**src/rtl/program_loader.sv**
```systemverilog
// Program loader: streams a length-prefixed image into instruction memory,
// verifies an additive checksum and releases the CPU on a clean load.
module program_loader #(
   parameter logic [7:0]  ADDR_BASE = 8'h00,
   parameter int unsigned TIMEOUT   = 255
) (
   input  logic       clk,
   input  logic       reset,
   input  logic       start,
   input  logic [7:0] in_data,
   input  logic       in_valid,
   output logic       in_ready,
   output logic       imem_w_en,
   output logic [7:0] imem_addr,
   output logic [7:0] imem_w_data,
   output logic       cpu_run,
   output logic       busy,
   output logic       load_ok,
   output logic       load_err,
   output logic [7:0] byte_count
);

   typedef enum logic [2:0] {
      S_IDLE,
      S_LEN,
      S_LOAD,
      S_CHECK,
      S_DONE,
      S_ERROR
   } state_t;

   localparam logic [7:0] TMO_LAST = 8'(TIMEOUT - 1);
   localparam bit         TMO_ON   = (TIMEOUT != 0);

   state_t     state;
   state_t     state_nxt;
   logic [7:0] sum;
   logic [7:0] ptr;
   logic [7:0] tmo_cnt;
   logic [8:0] remaining;
   logic       accept;
   logic       restart;
   logic       tmo_hit;

   assign accept  = in_valid && in_ready;
   assign restart = start && !busy;
   assign tmo_hit = TMO_ON && !accept && (tmo_cnt == TMO_LAST);

   // State register; reset always wins over start.
   always_ff @(posedge clk) begin
      if (reset) state <= S_IDLE;
      else       state <= state_nxt;
   end

   // Next-state and state-decoded status outputs.
   always_comb begin
      state_nxt = state;
      busy      = 1'b0;
      in_ready  = 1'b0;
      cpu_run   = 1'b0;
      load_ok   = 1'b0;
      load_err  = 1'b0;
      unique case (state)
         S_IDLE: begin
            if (start) state_nxt = S_LEN;
         end
         S_LEN: begin
            busy     = 1'b1;
            in_ready = 1'b1;
            if (accept)       state_nxt = S_LOAD;
            else if (tmo_hit) state_nxt = S_ERROR;
         end
         S_LOAD: begin
            busy     = 1'b1;
            in_ready = 1'b1;
            if (accept && remaining == 9'd1)
               state_nxt = S_CHECK;
            else if (tmo_hit)
               state_nxt = S_ERROR;
         end
         S_CHECK: begin
            busy     = 1'b1;
            in_ready = 1'b1;
            if (accept)
               state_nxt = (in_data == sum) ? S_DONE : S_ERROR;
            else if (tmo_hit)
               state_nxt = S_ERROR;
         end
         S_DONE: begin
            cpu_run = 1'b1;
            load_ok = 1'b1;
            if (start) state_nxt = S_LEN;
         end
         S_ERROR: begin
            load_err = 1'b1;
            if (start) state_nxt = S_LEN;
         end
         default: state_nxt = S_IDLE;
      endcase
   end

   // Datapath: length capture, memory write, checksum and idle timer.
   always_ff @(posedge clk) begin
      if (reset) begin
         imem_w_en   <= 1'b0;
         imem_addr   <= ADDR_BASE;
         imem_w_data <= 8'h00;
         byte_count  <= 8'h00;
         ptr         <= ADDR_BASE;
         sum         <= 8'h00;
         remaining   <= 9'd0;
         tmo_cnt     <= 8'h00;
      end else begin
         imem_w_en <= 1'b0;
         if (restart) begin
            sum        <= 8'h00;
            byte_count <= 8'h00;
            tmo_cnt    <= 8'h00;
            ptr        <= ADDR_BASE;
         end
         if (busy) begin
            if (accept) tmo_cnt <= 8'h00;
            else        tmo_cnt <= tmo_cnt + 8'd1;
         end
         if (state == S_LEN && accept) begin
            if (in_data == 8'h00) remaining <= 9'd256;
            else                  remaining <= {1'b0, in_data};
         end
         if (state == S_LOAD && accept) begin
            imem_w_en   <= 1'b1;
            imem_addr   <= ptr;
            imem_w_data <= in_data;
            ptr         <= ptr + 8'd1;
            sum         <= sum + in_data;
            byte_count  <= byte_count + 8'd1;
            remaining   <= remaining - 9'd1;
         end
      end
   end

endmodule

```
**config.mk**
```make
export PLATFORM = sky130hd
export DESIGN_NAME = program_loader
export DESIGN_NICKNAME = d
export VERILOG_FILES = /design/src/rtl/program_loader.sv
export SDC_FILE = /design/constraint.sdc
export NUM_CORES = 1
export LEC_CHECK = 0
export CAP_MARGIN = 0
export CORE_ASPECT_RATIO = 0.75
export CORE_UTILIZATION = 55
export CTS_BUF_LIST = sky130_fd_sc_hd__clkbuf_8
export DETAILED_ROUTE_END_ITERATION = 6
export PLACE_DENSITY = 0.89
export SYNTH_ARGS = -nofsm -noshare
export SYNTH_HDL_FRONTEND = slang
export SYNTH_SLANG_ARGS = --single-unit
```
**constraint.sdc**
```tcl
create_clock -name clk -period 5 [get_ports clk]
set_input_delay 0.75 -clock clk [delete_from_list [all_inputs] [get_ports clk]]
set_output_delay 0.75 -clock clk [all_outputs]
set_load 0.005 [all_outputs]
```
# Yosys cells after proc, flatten, opt, wreduce, memory -nomap -nowiden

Index checks and enable logic that the tools add are counted.

Mux-type cells: 20
Equal/unequal tests: 9
Add/subtract/negate cells: 5
Reduce and logical (&&, ||, !) cells: 15

Operators by type and width:

| kind                  | count |
|---|---|
| $mux W8               | 6 |
| $mux W9               | 3 |
| $add A8 B1 Y8 const B | 3 |
| $mux W3               | 5 |
| $pmux W3 S4           | 1 |
| $eq A9 B1 Y1 const B  | 1 |
| $sub A9 B1 Y9 const B | 1 |
| $add A8 B8 Y8         | 1 |
| $eq A8 B8 Y1          | 1 |
| $eq A8 B8 Y1 const B  | 1 |
| $logic_not A8 Y1      | 1 |
| $eq A3 B2 Y1 const B  | 2 |
| $eq A3 B3 Y1 const B  | 2 |
| $logic_and A1 B1 Y1   | 6 |
| $reduce_bool A2 Y1    | 3 |
| $reduce_or A3 Y1      | 2 |
| $mux W1               | 5 |
| $eq A3 B1 Y1 const B  | 1 |
| $logic_not A3 Y1      | 1 |
| $logic_not A1 Y1      | 2 |
| $ne A2 B1 Y1 const B  | 1 |

Input bits: 12
Flip-flop bits (word level): 61

# Logic depth before layout (Yosys ltp)

Gate-level depths: netlist of the first run.

Word-level depth: 9
Gate-level depth with buffers: 7
Depth with buffers taken out: 7

# Least setup slack after synthesis of the first run

OpenSTA, ideal clock, no wires.

Path kind: input to register
Start: in in_data[0]
End: reg sum[6]
Path slack: 2860 ps
Stages: 7
Setup time: 117 ps
Arrival: 2023 ps
Cell sequence: ha_1 -> fa_1 -> a21oi_1 -> o21ai_0 -> a21oi_1 -> xnor2_1 -> a32o_1

Longest elaborated chain between the ends: 2

RTL lines:

| element              | line | source |
|---|---|---|
| from (decl)          | 10   | `input logic [7:0] in_data,` |
| $add A8 B8 Y8        | 134  | `sum <= sum + in_data;` |
| $mux W8              | 129  | `if (state == S_LOAD && accept) begin` |
| to (signal assigned) | 134  |  |
| to (decl)            | 37   | `logic [7:0] sum;` |

No other way between the ends.
A chain may end at the register's enable or synchronous reset.

# Worst setup path after layout of the first run

Start: in in_valid
End: reg byte_count[3]

Longest elaborated chain between the ends: 3

RTL lines:

| element                                              | line | source |
|---|---|---|
| from (decl)                                          | 11   | `input logic in_valid,` |
| $logic_and A1 B1 Y1 *                                | 45   | `assign accept = in_valid && in_ready;` |
| $logic_and A1 B1 Y1 *                                | 129  |  |
| $mux W8 / $reduce_bool A2 Y1 (equally long branches) | n/a  |  |
| to (signal assigned)                                 | 135  | `byte_count <= byte_count + 8'd1;` |
| to (decl)                                            | 20   | `output logic [7:0] byte_count` |

Every way passes the cells marked *; elsewhere a longest branch is shown, timed or not.

==> results of run 1 <==
## registers in the layout, indices dropped and copies added, names as in the netlist
| name | cells |
|---|---|
| state | 3 |
| ptr | 8 |
| sum | 8 |
| tmo_cnt | 8 |
| imem_w_en | 1 |
| remaining | 9 |
| imem_addr | 8 |
| imem_w_data | 8 |
| byte_count | 8 |
## through the flow
stage | instances | setup slack, ps | hold slack [ps] | total power (uW) | utilization (%)
floorplan | 369 | 2860 | 441 | 588 | -
global placement | 461 | 2010 | 448 | 619 | 67.1
detailed placement | 461 | 1900 | 449 | 623 | 67.1
CTS | 477 | 2250 | 458 | 1150 | 71.9
global route | 477 | 2000 | 476 | 1180 | 71.9
finish | 477 | 2210 | 455 | 1140 | 71.9
## kinds of logic after synthesis
logic type	Yosys count	share of synthesized area [%]
flip-flops	61	40.4
XOR/XNOR	10	2.90
multiplexers	3	1.20
adder cells (fa/ha/maj)	14	6.05
buffers and inverters	29	4.27
AND/OR/NAND/NOR	149	24.1
AO/OA/AOI/OAI	103	21.1
## cells in the mapped netlist (7+ instances only)
master	count	share of area, %
nand3_1	13	2.2
ha_1	13	5.4
o21ai_0	12	2.0
nor3_1	7	1.2
clkbuf_1	9	1.1
a21oi_1	47	7.8
dfxtp_1	61	40
nor2_1	45	5.6
inv_1	7	0.87
buf_2	10	1.7
nand2_1	43	5.3
## cell type report
cell class / count / share of cell area [%]
clock inverters: 6 / 2.80
repair buffers: 42 / 11.3
clock buffers: 10 / 3.76
flip-flops and latches: 61 / 33.4
well taps: 72 / 2.46
inverters: 7 / 0.718
multi-input cells: 279 / 45.6
## power breakdown
part / internal, uW / switching, uW
combinational: 43.2 / 67.3
clock: 340 / 188
sequential: 494 / 10.8
total: 878 / 266
## worst max-delay path by stage
stage                          start       endpoint  slack, ps  cells past startpoint
after floorplan           in_data[0]         sum[6]       2860                      7
after global placement      in_valid  byte_count[3]       2010                      6
after detailed placement    in_valid  byte_count[3]       1900                      6
after CTS                   in_valid  byte_count[3]       2250                      6
after global routing        in_valid  byte_count[3]       2000                      6
final                       in_valid  byte_count[3]       2210                      6
## metal layers
layer / wire (um) / up-vias
li1: - / 1404
met1: 3270 / 1329
met2: 3320 / 96
met3: 410 / 14
met4: 103 / 0
met5: 0 / -
## cell usage in the layout (no fill, tap or decap), drive strengths merged, types with 3 or more instances in the layout
master / count
a211oi: 6
a21oi: 48
a22oi: 5
a31oi: 3
a32o: 5
and2: 3
and3: 5
bufinv: 3
clkbuf: 10
clkdlybuf4s50: 40
dfxtp: 61
ha: 13
inv: 9
nand2: 43
nand3: 13
nand4: 6
nor2: 45
nor3: 8
nor4: 5
o21ai: 18
or3: 4
xnor2: 4
xor2: 6
## critical path: cells and delay by family
family                 cells  cell delay [ps]
muxes                      1              170
and+or+nand+nor            1              220
buffers and inverters      1              520
AOI/OAI and AO/OA          3             1370
==> results.md, run 1 <==
- Grt ovf: 0
- Critical R2R Launch: state[2]
- CP Max Fanout: 14
- Critical path data arrival time: 3030 ps
- Hold Vio Cnt, Final: 0
- Post-Syn Area per Cell: approximately 8.2 um2
- Worst path slowest cell: a2bb2oi_1
- Slew headroom: ~18%
- Layout Nets: between 400 and 500
- Reg-to-reg endpoint: byte_count[3]
- Die Height: 66.2 um
- Vias: around 2.8k
- Power Density: ~310 nW/um2
- 1st-pass router iterations: 5
- Hold endpoint: imem_addr[5]
- DP HPWL: 4700 um
- Num CTS Buffers: 9
- DP Area: 3420 um2
- Root Buffer: clkbuf_8
- Main flop type after synthesis: dfxtp_1
- Busiest grt layer: met2
- Syn_nets: 395
- Ratio of cells with drive above 1 in the final layout: about 5.2%
- Status: completed
- Slew Viols, Final: 0
- Worst Setup Start Kind: primary input
- Largest net degree at the start of global routing: 54
- CTS Sinks: 61
- Clock transition at path regs: 70 ps
- Starting Density: between 50% and 60%
- Yosys warning count: 0
- Register-to-register setup slack: between 2000 and 3000 ps
- LEAKAGE: approximately 0.0013 uW
- Unrepaired setup endpoints after global routing: no
- Row cnt: 22
- Grt met1 use: 33.4%
- Reg area: approximately 1200 um2
- Worst-Margin Slew: between 1000 and 1500 ps
- Crit Path Class: in2reg
- M3 GR Usage: under 10%
- Final Skew: about 6.7 ps
- Post-CTS Setup Inserts: 0
- Max Cap Viol: 0
- Unique masters post-synth: 56
- Peak supply drop: around 0.21 mV
- Syn Inst Count: 369
- DRT Wirelength: 7100 um
- Area of the die: ~5800 um2
- Setup crit end kind: register
- Layout area overhead: 21.2%
- R2r worst-path depth: 5
- # IOs: between 40 and 50
- Cell Chain, Critical Path: clkdlybuf4s50_1, nor2b_1, mux2i_1, a2bb2oi_1, a21oi_1, a211oi_1
- # DRC: 0
- Initial antenna violation count: 0
- CTS Hold Buffers Added: 0
- Cell area after layout: 3660 um2
- Gpl congestion: about 0.87
- Vias per inst: between 5 and 6
- Tmin final: 2790 ps
- CTS tree: built
- TNS Setup: 0 ps
- Die Wd: between 80 and 90 um
- Flop and latch count out of synthesis: 61
- Hold/Removal Path Class: reg2reg
- Starting DRT DRC Count: 230
- # H-tree levels: 3
- Area of the mapped netlist: 3020 um2
- Final setup fails: 0
- Met2 usage: a little over two fifths
- Vias in the first global route: 2453
- Ys async rst share: 0%
- Clk_lat worst skew: approximately 340 ps
- First-pass GRT wire length: roughly 11000 um
- CP Data Required Time: roughly 5200 ps
- Post_cts resized: 0
- Post-synth EDFFs: 0
- Min-Delay Startpoint: imem_addr[5]
- GRT Overall Usage: 25.9%
- FMAX: roughly 0.36 GHz
- Post-detailed-route count of antenna-violating nets: 0
- CTS max path bufs: 2
- Register area share after synthesis: a little over 40%
- ANT cells: 0
- Delay of the slowest cell on the worst path: a little under 1000 ps
- Area occupied by multi-input gates: roughly 1700 um2
- Port bufs: 41
- Worst Hold Depth: 2
- Crit share post-route: 55.7%
- WL/cell: approximately 15 um
- Fill count: ~400
- Core Area: between 5000 and 6000 um2
(Power assumes the default switching activity.)
==> run 2: changes to the inputs <==
Settings changed: CORE_UTILIZATION 55 to 51, PLACE_DENSITY 0.89 to 0.87.
Clock period 5 ns to 2.4 ns, I/O delays scaled along.
==> results.md, run 2 (same netlist as run 1, synthesis figures left out) <==
- CTS tree: built
- Most frequent cells in the layout: dfxtp_1, a21oi_1, nor2_1
- Post-CTS Setup Inserts: 0
- DRT Wirelength: about 7300 um
- Vias per inst: a little under 6
- Hold slack final: ~340 ps
- Worst Path Buf+Inv: 1
- 1st-pass router iterations: 4
- DP HPWL: just over 5000 um
- Layout Nets: around 440
- Status: completed
- Register-to-register setup slack: approximately 560 ps
- Crit Path Class: reg2out
- R2r worst-path depth: 7
- Unrepaired setup endpoints after global routing: no
- Clk_lat worst skew: around 340 ps
- Root Buffer: clkbuf_8
- Worst-Margin Slew: 560 ps
- Top delay family on crit path: simple AND/OR/NAND/NOR gates
- Register with the most flip-flops: remaining
- Row cnt: 23
- Pre-CTS setup slack: a little under 50 ps
- Worst Setup Start Kind: register
- Port bufs: slightly above 40
- Critical R2R Launch: sum[0]
- CTS max path bufs: 2
- # H-tree levels: 3
- Largest register FFs: 9
- Core Area: ~5500 um2
- Grt ovf: 0
- Peak supply drop: roughly 0.38 mV
- ANT cells: 0
- Power Density: 637 nW/um2
- Worst path slowest cell: clkdlybuf4s50_1
- Starting Density: a little over half
- Post_cts resized: 0
- Clock transition at path regs: around 70 ps
- Min-Delay Startpoint: reset
- Setup slack after layout: ~170 ps
- Hold/Removal Path Class: in2reg
- Ratio of cells with drive above 1 in the final layout: 8.57%
- Initial antenna violation count: 0
- Cell Chain, Critical Path: nor2_1, and2_1, clkdlybuf4s50_1
- First-pass GRT wire length: around 12000 um
- Setup crit end kind: output port
- Fill count: around 460
- Die Height: 68.6 um
- Tmin final: around 2200 ps
- TNS Setup: 0 ps
- Die Wd: just over 90 um
- Hold Vio Cnt, Final: 0
- CTS Hold Buffers Added: 0
- GRT Overall Usage: 25.2%
- Post-detailed-route count of antenna-violating nets: 0
- # IOs: 42
- CP Max Fanout: 11
- Worst Hold Depth: 2
- Area of the die: between 6000 and 7000 um2
- CP Data Required Time: around 2000 ps
- Most common cell after layout, fill and taps aside: dfxtp_1
- Delay of the slowest cell on the worst path: ~500 ps
- Util after Layout: 68.3%
- Final setup fails: 0
- Slew headroom: between 60 and 70%
- Slew Viols, Final: 0
- Vias in the first global route: roughly 2.6k
- LEAKAGE: between 0.001 and 0.0015 uW
- CTS Sinks: 61
- FMAX: roughly 0.45 GHz
- Num CTS Buffers: 9
- Hold endpoint: tmo_cnt[2]
- Critical path data arrival time: between 1500 and 2000 ps
- WL/cell: about 15 um
- Final Skew: 6.65 ps
- Max Cap Viol: 0
- Gpl congestion: ~0.9
- Reg-to-reg endpoint: sum[6]
- Starting DRT DRC Count: roughly 240
- Vias: 2903
- Crit share post-route: 92.8%
- Largest net degree at the start of global routing: 42
- Layout area overhead: 25.1%
- # DRC: 0
## run 2: where the power goes
part | switching (uW) | internal (uW) | total [uW]
logic | 150 | 105 | 255
registers | 20.7 | 1030 | 1050
clock network | 393 | 709 | 1100
## run 2: layer usage
metal  share of wire (%)  up-vias  GRT usage, %
li1                    -     1428             -
met1                  46     1364          31.2
met2                  46       97          42.5
met3                 6.2       14          7.89
met4                 1.3        0          8.13
met5                   0        -             0
## run 2: worst reg2reg max path, stage by stage (launching register included)
cell and delay [ps]:
dfxtp_1 320, ha_1 220, fa_1 410, a21oi_1 190
o21ai_0 110, a21oi_1 200, xnor2_1 90, a32o_1 200
## run 2: area by class of cell
class / instances / area [um2] / area share (%)
multi-input combinational: 279 / 1670 / 44.2
tap: 75 / 93.8 / 2.49
inverter: 7 / 26.3 / 0.696
clock inverter: 6 / 103 / 2.72
timing repair buffer: 57 / 526 / 13.9
sequential: 61 / 1220 / 32.3
clock buffer: 10 / 138 / 3.64
## run 2: metrics by stage
| step | cells | power (uW) | instance area, um2 |
|---|---|---|---|
| after floorplan | 369 | 1220 | 3020 |
| after global placement | 479 | 1310 | 3540 |
| after detailed placement | 479 | 1320 | 3540 |
| after CTS | 495 | 2420 | 3780 |
| after global routing | 495 | 2490 | 3780 |
| final | 495 | 2410 | 3780 |
## run 2: worst max-delay path by stage
| stage | start | to | slack, ps | depth (start not counted) |
|---|---|---|---|---|
| after floorplan | in_data[0] | sum[6] | 650 | 7 |
| after global placement | in_data[1] | sum[7] | 110 | 7 |
| after detailed placement | in_data[1] | sum[7] | 50 | 7 |
| after CTS | state[0] | load_ok | 170 | 3 |
| after global routing | state[0] | load_ok | 50 | 3 |
| final | state[0] | load_ok | 170 | 3 |
